## config.mk

```make
export PLATFORM = sky130hd
export DESIGN_NAME = intr_ctrl
export DESIGN_NICKNAME = d
export VERILOG_FILES = /design/src/rtl/intr_ctrl.sv
export SDC_FILE = /design/constraint.sdc
export NUM_CORES = 1
export LEC_CHECK = 0
export BUFFER_PORTS_ARGS = -buffer_cell sky130_fd_sc_hd__buf_2
export CAP_MARGIN = 15
export CORE_ASPECT_RATIO = 0.7
export CORE_UTILIZATION = 39
export CTS_CLUSTER_SIZE = 16
export DETAILED_ROUTE_END_ITERATION = 12
export GPL_TIMING_DRIVEN = 0
export PLACE_DENSITY = 0.84
export SETUP_SLACK_MARGIN = 0.02
export SKIP_CTS_REPAIR_TIMING = 1
export SLEW_MARGIN = 30
export SYNTH_ARGS = -nofsm -noshare
export SYNTH_HDL_FRONTEND = slang
export SYNTH_SLANG_ARGS = --single-unit
```

## constraint.sdc

```tcl
create_clock -name clk -period 2 [get_ports clk]
set_input_delay 0.4 -clock clk [delete_from_list [all_inputs] [get_ports clk]]
set_output_delay 0.4 -clock clk [all_outputs]
set_load 0.01 [all_outputs]
```

## src/rtl/intr_ctrl.sv

```systemverilog
// -----------------------------------------------------------------------------
// intr_ctrl -- vectored interrupt controller feeding the single-cycle MIPS core.
//
// Latches rising edges on the external IRQ lines into a pending register,
// masks and prioritises them (lowest index wins), and raises a registered
// interrupt request with the handler vector of the chosen source. The request
// is held until the core acknowledges it; the source is then tracked as
// in service until the handler signals end of interrupt.
//
// Optional feature (compile-time macro INTC_NEST_EN):
//   defined   -> one level of nesting: a strictly higher-priority source may
//                preempt a running handler; the interrupted id is kept in a
//                single save register and restored on the nested eoi.
//   undefined -> no preemption; higher-priority sources wait for eoi.
//
// Ports:
//   clk        in   1        clock
//   reset      in   1        asynchronous, active-high reset
//   irq_in     in   NUM_SRC  raw requests, rising-edge sensitive
//   mask       in   NUM_SRC  1 = source masked (pending bit still latches)
//   status_bit in   1        core status, 1 = interrupts disabled
//   int_ack    in   1        core accepts the request (1-cycle pulse)
//   eoi        in   1        end of interrupt from the handler (1-cycle pulse)
//   interrupt  out  1        request to the core
//   vector     out  32       handler address of active_id, valid while interrupt=1
//   active_id  out  3        latched source id (requesting or in service)
//   pending    out  NUM_SRC  latched, un-serviced edges
//   in_service out  1        a handler is running
// -----------------------------------------------------------------------------
module intr_ctrl #(
  parameter int unsigned NUM_SRC   = 4,
  parameter logic [31:0] VEC_BASE  = 32'h0000_0100,
  parameter int unsigned VEC_SHIFT = 3
) (
  input  logic               clk,
  input  logic               reset,
  input  logic [NUM_SRC-1:0] irq_in,
  input  logic [NUM_SRC-1:0] mask,
  input  logic               status_bit,
  input  logic               int_ack,
  input  logic               eoi,
  output logic               interrupt,
  output logic [31:0]        vector,
  output logic [2:0]         active_id,
  output logic [NUM_SRC-1:0] pending,
  output logic               in_service
);

  typedef enum logic [2:0] {
    ST_IDLE     = 3'd0,
    ST_REQ      = 3'd1,
    ST_SERVICE  = 3'd2
`ifdef INTC_NEST_EN
    ,
    ST_NEST_REQ = 3'd3,
    ST_NEST_SVC = 3'd4
`endif
  } state_t;

  // Lowest set index of v (0 when v is empty; callers qualify with |v).
  function automatic logic [2:0] first_set(input logic [NUM_SRC-1:0] v);
    logic [2:0] id;
    id = 3'd0;
    for (int i = NUM_SRC - 1; i >= 0; i--) begin
      id = v[i] ? 3'(i) : id;
    end
    return id;
  endfunction

  // Handler address for a source id; 32-bit unsigned wrap-around.
  function automatic logic [31:0] vec_of(input logic [2:0] id);
    return VEC_BASE + ({29'b0, id} << VEC_SHIFT);
  endfunction

  state_t             state_q, state_d;
  logic [NUM_SRC-1:0] irq_q;
  logic [NUM_SRC-1:0] pending_q, pending_d;
  logic               interrupt_q, interrupt_d;
  logic               in_service_q, in_service_d;
  logic [2:0]         active_id_q, active_id_d;
  logic [31:0]        vector_q, vector_d;
`ifdef INTC_NEST_EN
  logic [2:0]         save_q, save_d;
`endif

  logic [NUM_SRC-1:0] rise_s;
  logic [NUM_SRC-1:0] eligible_s;
  logic [NUM_SRC-1:0] clr_s;
  logic [7:0]         mask_ext_s;
  logic [2:0]         win_id_s;
  logic               any_elig_s;
  logic               ack_clr_s;

  // Edge detection and arbitration over the registered pending bits.
  always_comb begin
    rise_s     = irq_in & ~irq_q;
    eligible_s = pending_q & ~mask;
    win_id_s   = first_set(eligible_s);
    any_elig_s = |eligible_s;
    // Zero-extended so active_id can index it for any NUM_SRC.
    mask_ext_s = 8'(mask);
  end

  // Next-state logic of the request/service FSM and its registered outputs.
  always_comb begin
    state_d      = state_q;
    interrupt_d  = interrupt_q;
    in_service_d = in_service_q;
    active_id_d  = active_id_q;
    vector_d     = vector_q;
    ack_clr_s    = 1'b0;
`ifdef INTC_NEST_EN
    save_d       = save_q;
`endif
    case (state_q)
      ST_IDLE: begin
        if (any_elig_s && !status_bit) begin
          state_d     = ST_REQ;
          active_id_d = win_id_s;
          vector_d    = vec_of(win_id_s);
          interrupt_d = 1'b1;
        end else begin
          state_d = ST_IDLE;
        end
      end
      ST_REQ: begin
        // Acknowledge beats a withdraw arriving in the same cycle.
        if (int_ack) begin
          ack_clr_s    = 1'b1;
          interrupt_d  = 1'b0;
          in_service_d = 1'b1;
          state_d      = ST_SERVICE;
        end else if (status_bit || mask_ext_s[active_id_q]) begin
          interrupt_d = 1'b0;
          state_d     = ST_IDLE;
        end else begin
          state_d = ST_REQ;
        end
      end
      ST_SERVICE: begin
        if (eoi) begin
          in_service_d = 1'b0;
          state_d      = ST_IDLE;
`ifdef INTC_NEST_EN
        end else if (any_elig_s && !status_bit && (win_id_s < active_id_q)) begin
          save_d      = active_id_q;
          active_id_d = win_id_s;
          vector_d    = vec_of(win_id_s);
          interrupt_d = 1'b1;
          state_d     = ST_NEST_REQ;
`endif
        end else begin
          state_d = ST_SERVICE;
        end
      end
`ifdef INTC_NEST_EN
      ST_NEST_REQ: begin
        if (int_ack) begin
          ack_clr_s   = 1'b1;
          interrupt_d = 1'b0;
          state_d     = ST_NEST_SVC;
        end else if (status_bit || mask_ext_s[active_id_q]) begin
          // Withdrawn preemption: resume tracking the interrupted handler.
          interrupt_d = 1'b0;
          active_id_d = save_q;
          vector_d    = vec_of(save_q);
          state_d     = ST_SERVICE;
        end else begin
          state_d = ST_NEST_REQ;
        end
      end
      ST_NEST_SVC: begin
        if (eoi) begin
          active_id_d = save_q;
          vector_d    = vec_of(save_q);
          state_d     = ST_SERVICE;
        end else begin
          state_d = ST_NEST_SVC;
        end
      end
`endif
      default: begin
        state_d      = ST_IDLE;
        interrupt_d  = 1'b0;
        in_service_d = 1'b0;
      end
    endcase
  end

  // Pending update: the acknowledged source clears, a new edge sets (set wins).
  always_comb begin
    for (int i = 0; i < NUM_SRC; i++) begin
      clr_s[i] = ack_clr_s && (active_id_q == 3'(i));
    end
    pending_d = (pending_q & ~clr_s) | rise_s;
  end

  // State and output registers.
  always_ff @(posedge clk or posedge reset) begin
    if (reset) begin
      state_q      <= ST_IDLE;
      irq_q        <= '0;
      pending_q    <= '0;
      interrupt_q  <= 1'b0;
      in_service_q <= 1'b0;
      active_id_q  <= 3'd0;
      vector_q     <= 32'd0;
    end else begin
      state_q      <= state_d;
      irq_q        <= irq_in;
      pending_q    <= pending_d;
      interrupt_q  <= interrupt_d;
      in_service_q <= in_service_d;
      active_id_q  <= active_id_d;
      vector_q     <= vector_d;
    end
  end

`ifdef INTC_NEST_EN
  // Save register holding the preempted handler's id.
  always_ff @(posedge clk or posedge reset) begin
    if (reset) begin
      save_q <= 3'd0;
    end else begin
      save_q <= save_d;
    end
  end
`endif

  assign interrupt  = interrupt_q;
  assign vector     = vector_q;
  assign active_id  = active_id_q;
  assign pending    = pending_q;
  assign in_service = in_service_q;

endmodule
```

==> summary.txt, run 1 <==
GRT
  • Vias in the first global route: about 670
  • Initial antenna violation count: 0
  • First-pass GRT wire length: 2680 µm
  • Pin count of the biggest net entering global routing: 16
  • Remaining global-route overflow: 0
  • GRT Overall Usage: 0.144

Power and ir drop
  • Power density cells: around 900 mW/mm²
  • Total power: between 0.001 and 0.0015 W
  • Pleak: ~0.67 nW
  • Peak supply drop: 429 µV

Setup path
  • Worst Path Arrival: approximately 1700 ps
  • Cell repeated most along the worst path: nand2_1
  • Req. time, crit path: between 2000 and 2500 ps
  • FF-to-FF End: state_q[0]
  • Reg-to-Reg Start: vector[4]
  • Slowest stage cell, crit path: mux4_2
  • Critical-path cell list: mux4_2, nor4_2, nand2_1, nand2_1
  • Setup Crit Path Kind: flop to flop
  • Setup crit start kind: flop
  • Kind of end point of the critical path: flop
  • CP Max Fanout: 7
  • Worst R2R Path Depth: 4
  • Slowest Stage Delay on Critical Path: approximately 560 ps
  • Reg-to-reg slack, setup: about 540 ps

Routing
  • Initial drt markers: 3
  • # DRC: 0
  • Detailed-route vias per instance: 3.85
  • Total Wirelength: about 1700 µm
  • Post-DRT Antenna Nets: 0
  • Routed WL per cell: between 9 and 10 µm
  • Iteration count of the initial detailed-routing pass: 2
  • Via count: roughly 680

STA
  • Tmin final: 1460 ps
  • Final WS setup: 541 ps
  • F_max: between 600 and 700 MHz
  • Max-slew violations: 0
  • Worst-Margin Slew: between 500 and 600 ps
  • Slew headroom: 0.622
  • Worst Skew: 0.715 ps
  • TNS Setup: 0 ps
  • Unrepaired setup endpoints after global routing: no
  • # setup viols final: 0
  • Hold Fails Final Rpt: 0
  • Period utilization: 0.729

Logic synthesis
  • Top cells by area, synth: dfrtp_1 (43%), buf_4 (28%), nand2b_1 (3.6%), o21ai_0 (3.4%), nand2_1 (3.4%)
  • Mean Syn Cell Area: about 9.6 µm²
  • Post-synthesis sequential area ratio: 0.431
  • Synth Warn #: 0
  • Post-synth top area cell: dfrtp_1
  • Synth top area share: 0.431
  • Mapped cell area: 871 µm²
  • Synth cell types: 20
  • Post-Syn Instances: between 90 and 100
  • Synthesized flop and latch total: 15

Place
  • IO buf count: 23
  • HPWL Detailed: approximately 1400 µm
  • Final Wtd Congestion: between 0.7 and 0.8
  • Setup WS pre-CTS: around 470 ps

Run status
  • Outcome: completed

Floorplanning
  • # rows: 13
  • Die width: roughly 60 µm
  • IO Count: 54
  • Core Box Area: a little under 0.002 mm²
  • Die footprint: 0.00243 mm²
  • Die height: 41.5 µm
  • Starting Density: 0.442

CTS
  • CTS Buf Count: 3
  • CTS Buffer Depth: 2
  • Clk Latency, worst-skew pair: around 280 ps
  • Root buf cell: clkbuf_4
  • Sink Count: 15
  • Htree depth: 1
  • Clock transition at path regs: around 90 ps
  • TritonCTS clock tree: done

Layout
  • Fillers: 192
  • Area Growth Syn to Fin: 33.0%
  • Most common cell after layout, fill and taps aside: buf_4
  • Share of cells above drive strength 1: 0.415
  • Diode count: 0
  • Most frequent cells in the layout: buf_4 (32), conb_1 (30), buf_2 (23)
  • Nets: roughly 160

Min path
  • Worst hold-check path type: primary input to asynchronous set/reset pin

Job
  • # Max-Cap Violations: 0
## power breakdown
part / leakage [nW] / internal (W) / switching (W) / total (W)
clock network: 0.0150 / 0.0000773 / 0.0000952 / 0.000172
logic: 0.486 / 0.000206 / 0.000200 / 0.000406
registers: 0.164 / 0.000379 / 0.0000959 / 0.000475
total: 0.665 / 0.000662 / 0.000391 / 0.00105
## critical path: cells and delay by family (launching register included)
family           cells  cell delay, ps
multiplexers         1             560
AND/OR/NAND/NOR      3             340
flip-flops           1             490
## cells by family (layout without fill, tap and decap cells)
kind of cell,after synthesis,in the layout,share of synthesized area
buffers and inverters,39,66,0.306
and+or+nand+nor,20,20,0.125
other,1,30,0.00431
muxes,2,2,0.0388
AOI/OAI and AO/OA,14,14,0.0948
DFF,15,15,0.431
## through the flow
stage	util	hold slack [ps]	area [µm²]	cells
finish	0.589	159	1160	177
global route	0.589	210	1160	177
CTS	0.589	176	1160	177
detailed placement	0.575	413	1130	173
global placement	0.575	404	1130	173
floorplan	-	301	980	120
## synthesized netlist by cell type
library cell and count:
buf_4 32, dfrtp_1 15, nand2_1 8, inv_1 7, o21ai_0 6, nand2b_1 5, a21oi_1 3, a22o_1 2
nand3_1 2, a21boi_0 1, a21o_1 1, and3b_1 1, conb_1 1, mux2_2 1, mux4_2 1, nor2_1 1
nor3_1 1, nor4_2 1, o21ai_1 1, or2b_1 1
## final cells by class
type,count,area (µm²),area share
repair buffers,23,115,0.0994
plain buffers,32,240,0.207
flip-flops and latches,15,375,0.324
inverters,7,26.3,0.0227
clock buffers,4,26.3,0.0227
multi-input cells,66,338,0.292
well taps,30,37.5,0.0324
## worst max-delay path by stage
stage / end / cells after the start / slack (ps) / from
after global routing: state_q[0] / 4 / 440 / vector[4]
after global placement: active_id[0] / 5 / 500 / mask[1]
after CTS: state_q[0] / 4 / 530 / vector[4]
after floorplan: interrupt / 4 / 630 / vector[4]
after detailed placement: active_id[0] / 5 / 470 / mask[1]
final: state_q[0] / 4 / 540 / vector[4]
## sequential cells by signal (all words and copies together), names as in the netlist
register,flops
pending,4
in_service,1
active_id,1
vector,2
irq_q,4
interrupt,1
state_q,2
## per-layer routing
metal  GRT usage  part of all wire  wire length, µm  vias up
met5           0                 0                0        -
met4      0.0524            0.0047                8        0
met3      0.0187             0.057               98        2
met2       0.280              0.52              896       27
met1       0.156              0.42              715      307
li1            -                 -                -      345
No activity file was read; power rests on OpenSTA's default activity.
==> run 2: changes to the inputs <==
- ABC_AREA: unset -> 1
- PLACE_DENSITY: 0.84 -> 0.83
- clock period: 2 -> 1.5 ns (I/O delays scaled with it)
==> summary.txt, run 2 <==
Run status
  • Outcome: completed

Power and ir drop
  • Power density cells: 1270 mW/mm² (+40%)
  • Pleak: 0.721 nW (+8.4%)
  • Peak supply drop: 697 µV (+62%)

Routing
  • Initial drt markers: 9 (+6)
  • # DRC: 0 (unchanged)
  • Routed WL per cell: 8.34 µm (-14%)
  • Detailed-route vias per instance: 3.83 (-0.37%)
  • Total Wirelength: 1650 µm (-3.9%)
  • Iteration count of the initial detailed-routing pass: 4 (+2)
  • Post-DRT Antenna Nets: 0 (unchanged)
  • Via count: 759 (+11%)

Floorplanning
  • Core Box Area: 0.00219 mm² (+11%)
  • Die height: 42.6 µm (+2.5%)
  • Starting Density: 0.419 (-0.0236)
  • Die footprint: 0.00255 mm² (+5.1%)
  • # rows: 14 (+1)
  • IO Count: 54 (unchanged)
  • Die width: 60.0 µm (+2.5%)

CTS
  • TritonCTS clock tree: done
  • Root buf cell: clkbuf_4
  • Clock transition at path regs: 80 ps (about the same)
  • Htree depth: 1 (unchanged)
  • CTS Buf Count: 3 (unchanged)
  • Clk Latency, worst-skew pair: 280 ps (about the same)
  • CTS Buffer Depth: 2 (unchanged)
  • Sink Count: 15 (unchanged)

STA
  • Worst-Margin Slew: 559 ps (-8.05 ps)
  • # setup viols final: 0 (unchanged)
  • Worst Skew: 3.14 ps (+2.42 ps)
  • Hold Fails Final Rpt: 0 (unchanged)
  • Period utilization: 0.904
  • TNS Setup: 0 ps (unchanged)
  • Hold WS: 50.0 ps (-109 ps)
  • Tmin final: roughly 1400 ps
  • Slew headroom: 0.627 (+0.00537)
  • Unrepaired setup endpoints after global routing: no
  • F_max: 738 MHz
  • Max-slew violations: 0 (unchanged)

Logic synthesis
  • Top-count cell post-synth: buf_4
  • EDFF count, synth: 0 (unchanged)
  • Post-synthesis sequential area ratio: 0.409 (-0.0218)
  • Mapped cell area: 917 µm² (+5.3%)
  • Mean Syn Cell Area: 8.34 µm² (-13%)
  • Synth cell types: 17 (-15%)
  • Ys flop type: dfrtp_1
  • Synthesized flop and latch total: 15 (unchanged)
  • Post-synth top cells: buf_4 (32), nand2_1 (18), dfrtp_1 (15)
  • FFs w/ async S/R, synth: 1.00 (unchanged)
  • Synth top area share: 0.409 (-0.0218)
  • Post-synth top area cell: dfrtp_1
  • Post-Syn Instances: 110 (+21%)
  • Top cells by area, synth: dfrtp_1 (41%), buf_4 (26%), nand2_1 (7.4%), o21ai_1 (6.0%), inv_1 (4.9%)
  • Synth Warn #: 0 (unchanged)

Setup path
  • Setup crit start kind: flop
  • CP Max Fanout: 8 (+1)
  • Critical-path cell list: buf_4, buf_2
  • Delay-heaviest family, CP: flip-flops
  • CP bufs+invs: 2 (+2)
  • Req. time, crit path: 1200 ps (-1020 ps)
  • WP depth: 2 (-2)
  • Kind of end point of the critical path: output port
  • Setup Crit Path Kind: flop to output port
  • Worst R2R Path Depth: 5 (+1)
  • Worst Path Arrival: 1060 ps (-620 ps)
  • Slowest stage cell, crit path: dfrtp_1
  • Slowest Stage Delay on Critical Path: 480 ps (-80 ps)

Job
  • # Max-Cap Violations: 0 (unchanged)

GRT
  • Initial antenna violation count: 0 (unchanged)
  • Remaining global-route overflow: 0 (unchanged)
  • Pin count of the biggest net entering global routing: 16 (unchanged)
  • GRT Overall Usage: 0.149 (+0.00542)
  • Vias in the first global route: 628 (-5.6%)
  • First-pass GRT wire length: 2700 µm (+0.75%)

Layout
  • Diode count: 0 (unchanged)
  • Most common cell after layout, fill and taps aside: buf_4
  • Post-route insts no fill: 198 (+12%)
  • Fillers: 220 (+15%)
  • Reg area: 375 µm² (unchanged)
  • Multi-input gate area: 347 µm² (+2.6%)
  • Nets: 180 (+12%)
  • Area Growth Syn to Fin: 31.7%
  • Most frequent cells in the layout: buf_4 (32), conb_1 (30), buf_2 (23)
  • Share of cells above drive strength 1: 0.416 (+0.000697)

Place
  • Final Wtd Congestion: 0.782 (+4.4%)
  • IO buf count: 23 (unchanged)
  • Placed cell count: 194 (+12%)
  • HPWL Detailed: 1410 µm (-1.4%)

Min path
  • Worst hold-check path type: primary input to asynchronous set/reset pin
==> run 2: changes by cell type after synthesis, sizes merged, moves of 4 or more <==
cell / before / now
nand2: 8 / 19
inv: 7 / 17
nand2b: 5 / 0
nand3: 2 / 6
o21ai: 7 / 11
==> run 2: final timing paths <==
path,startpoint,endpoint,slack (ps)
worst max-delay path,active_id[0],vector[3],140
worst min-delay path,reset,vector[8],50
worst max register to register,state_q[1],active_id[0],440
worst min register to register,irq_q[3],pending[3],410
max in group asynchronous,reset,irq_q[3],1080
min in group clk,irq_in[3],irq_q[3],130
==> run 2: routing by layer <==
metal  up-vias  GRT usage  share of wire
met5         -          0              0
met4         0     0.0419         0.0048
met3         2     0.0648           0.11
met2        40      0.229           0.46
met1       329      0.190           0.43
li1        388          -              -
==> run 2: layout make-up <==
| class | instances | share of cell area |
|---|---|---|
| plain buffers | 32 | 0.199 |
| clock buffers | 4 | 0.0218 |
| inverters | 17 | 0.0528 |
| multi-input cells | 75 | 0.287 |
| flip-flops and latches | 15 | 0.311 |
| well taps | 32 | 0.0332 |
| repair buffers | 23 | 0.0953 |
==> run 2: kinds of logic (layout without fill, tap and decap cells) <==
family	Yosys count	in the layout	synth area share
DFF	15	15	0.409
buffers and inverters	49	76	0.332
AOI/OAI and AO/OA	16	16	0.111
other	1	30	0.00409
and+or+nand+nor	29	29	0.145
==> run 2: per-stage QoR <==
stage / util / setup slack [ps] / instance area, µm² / power (W)
2_1_floorplan: - / 510 / 1030 / 0.00110
3_3_place_gp: 0.539 / 452 / 1180 / 0.00129
3_5_place_dp: 0.539 / 444 / 1180 / 0.00131
4_1_cts: 0.551 / 130 / 1210 / 0.00155
5_1_grt: 0.551 / 71.9 / 1210 / 0.00168
6_report: 0.551 / 145 / 1210 / 0.00153
==> run 2: worst register-to-register path: stages (launching register included) <==
cell	delay, ps
dfrtp_1	400
nor2_2	150
nand2_1	90
o21bai_4	200
nand2_1	60
o21ai_1	60
==> run 2: where the power goes <==
| group | leakage [nW] | switching, W | internal [W] |
|---|---|---|---|
| clock network | 0.0150 | 0.000124 | 0.000103 |
| registers | 0.166 | 0.000116 | 0.000514 |
| logic | 0.540 | 0.000370 | 0.000306 |
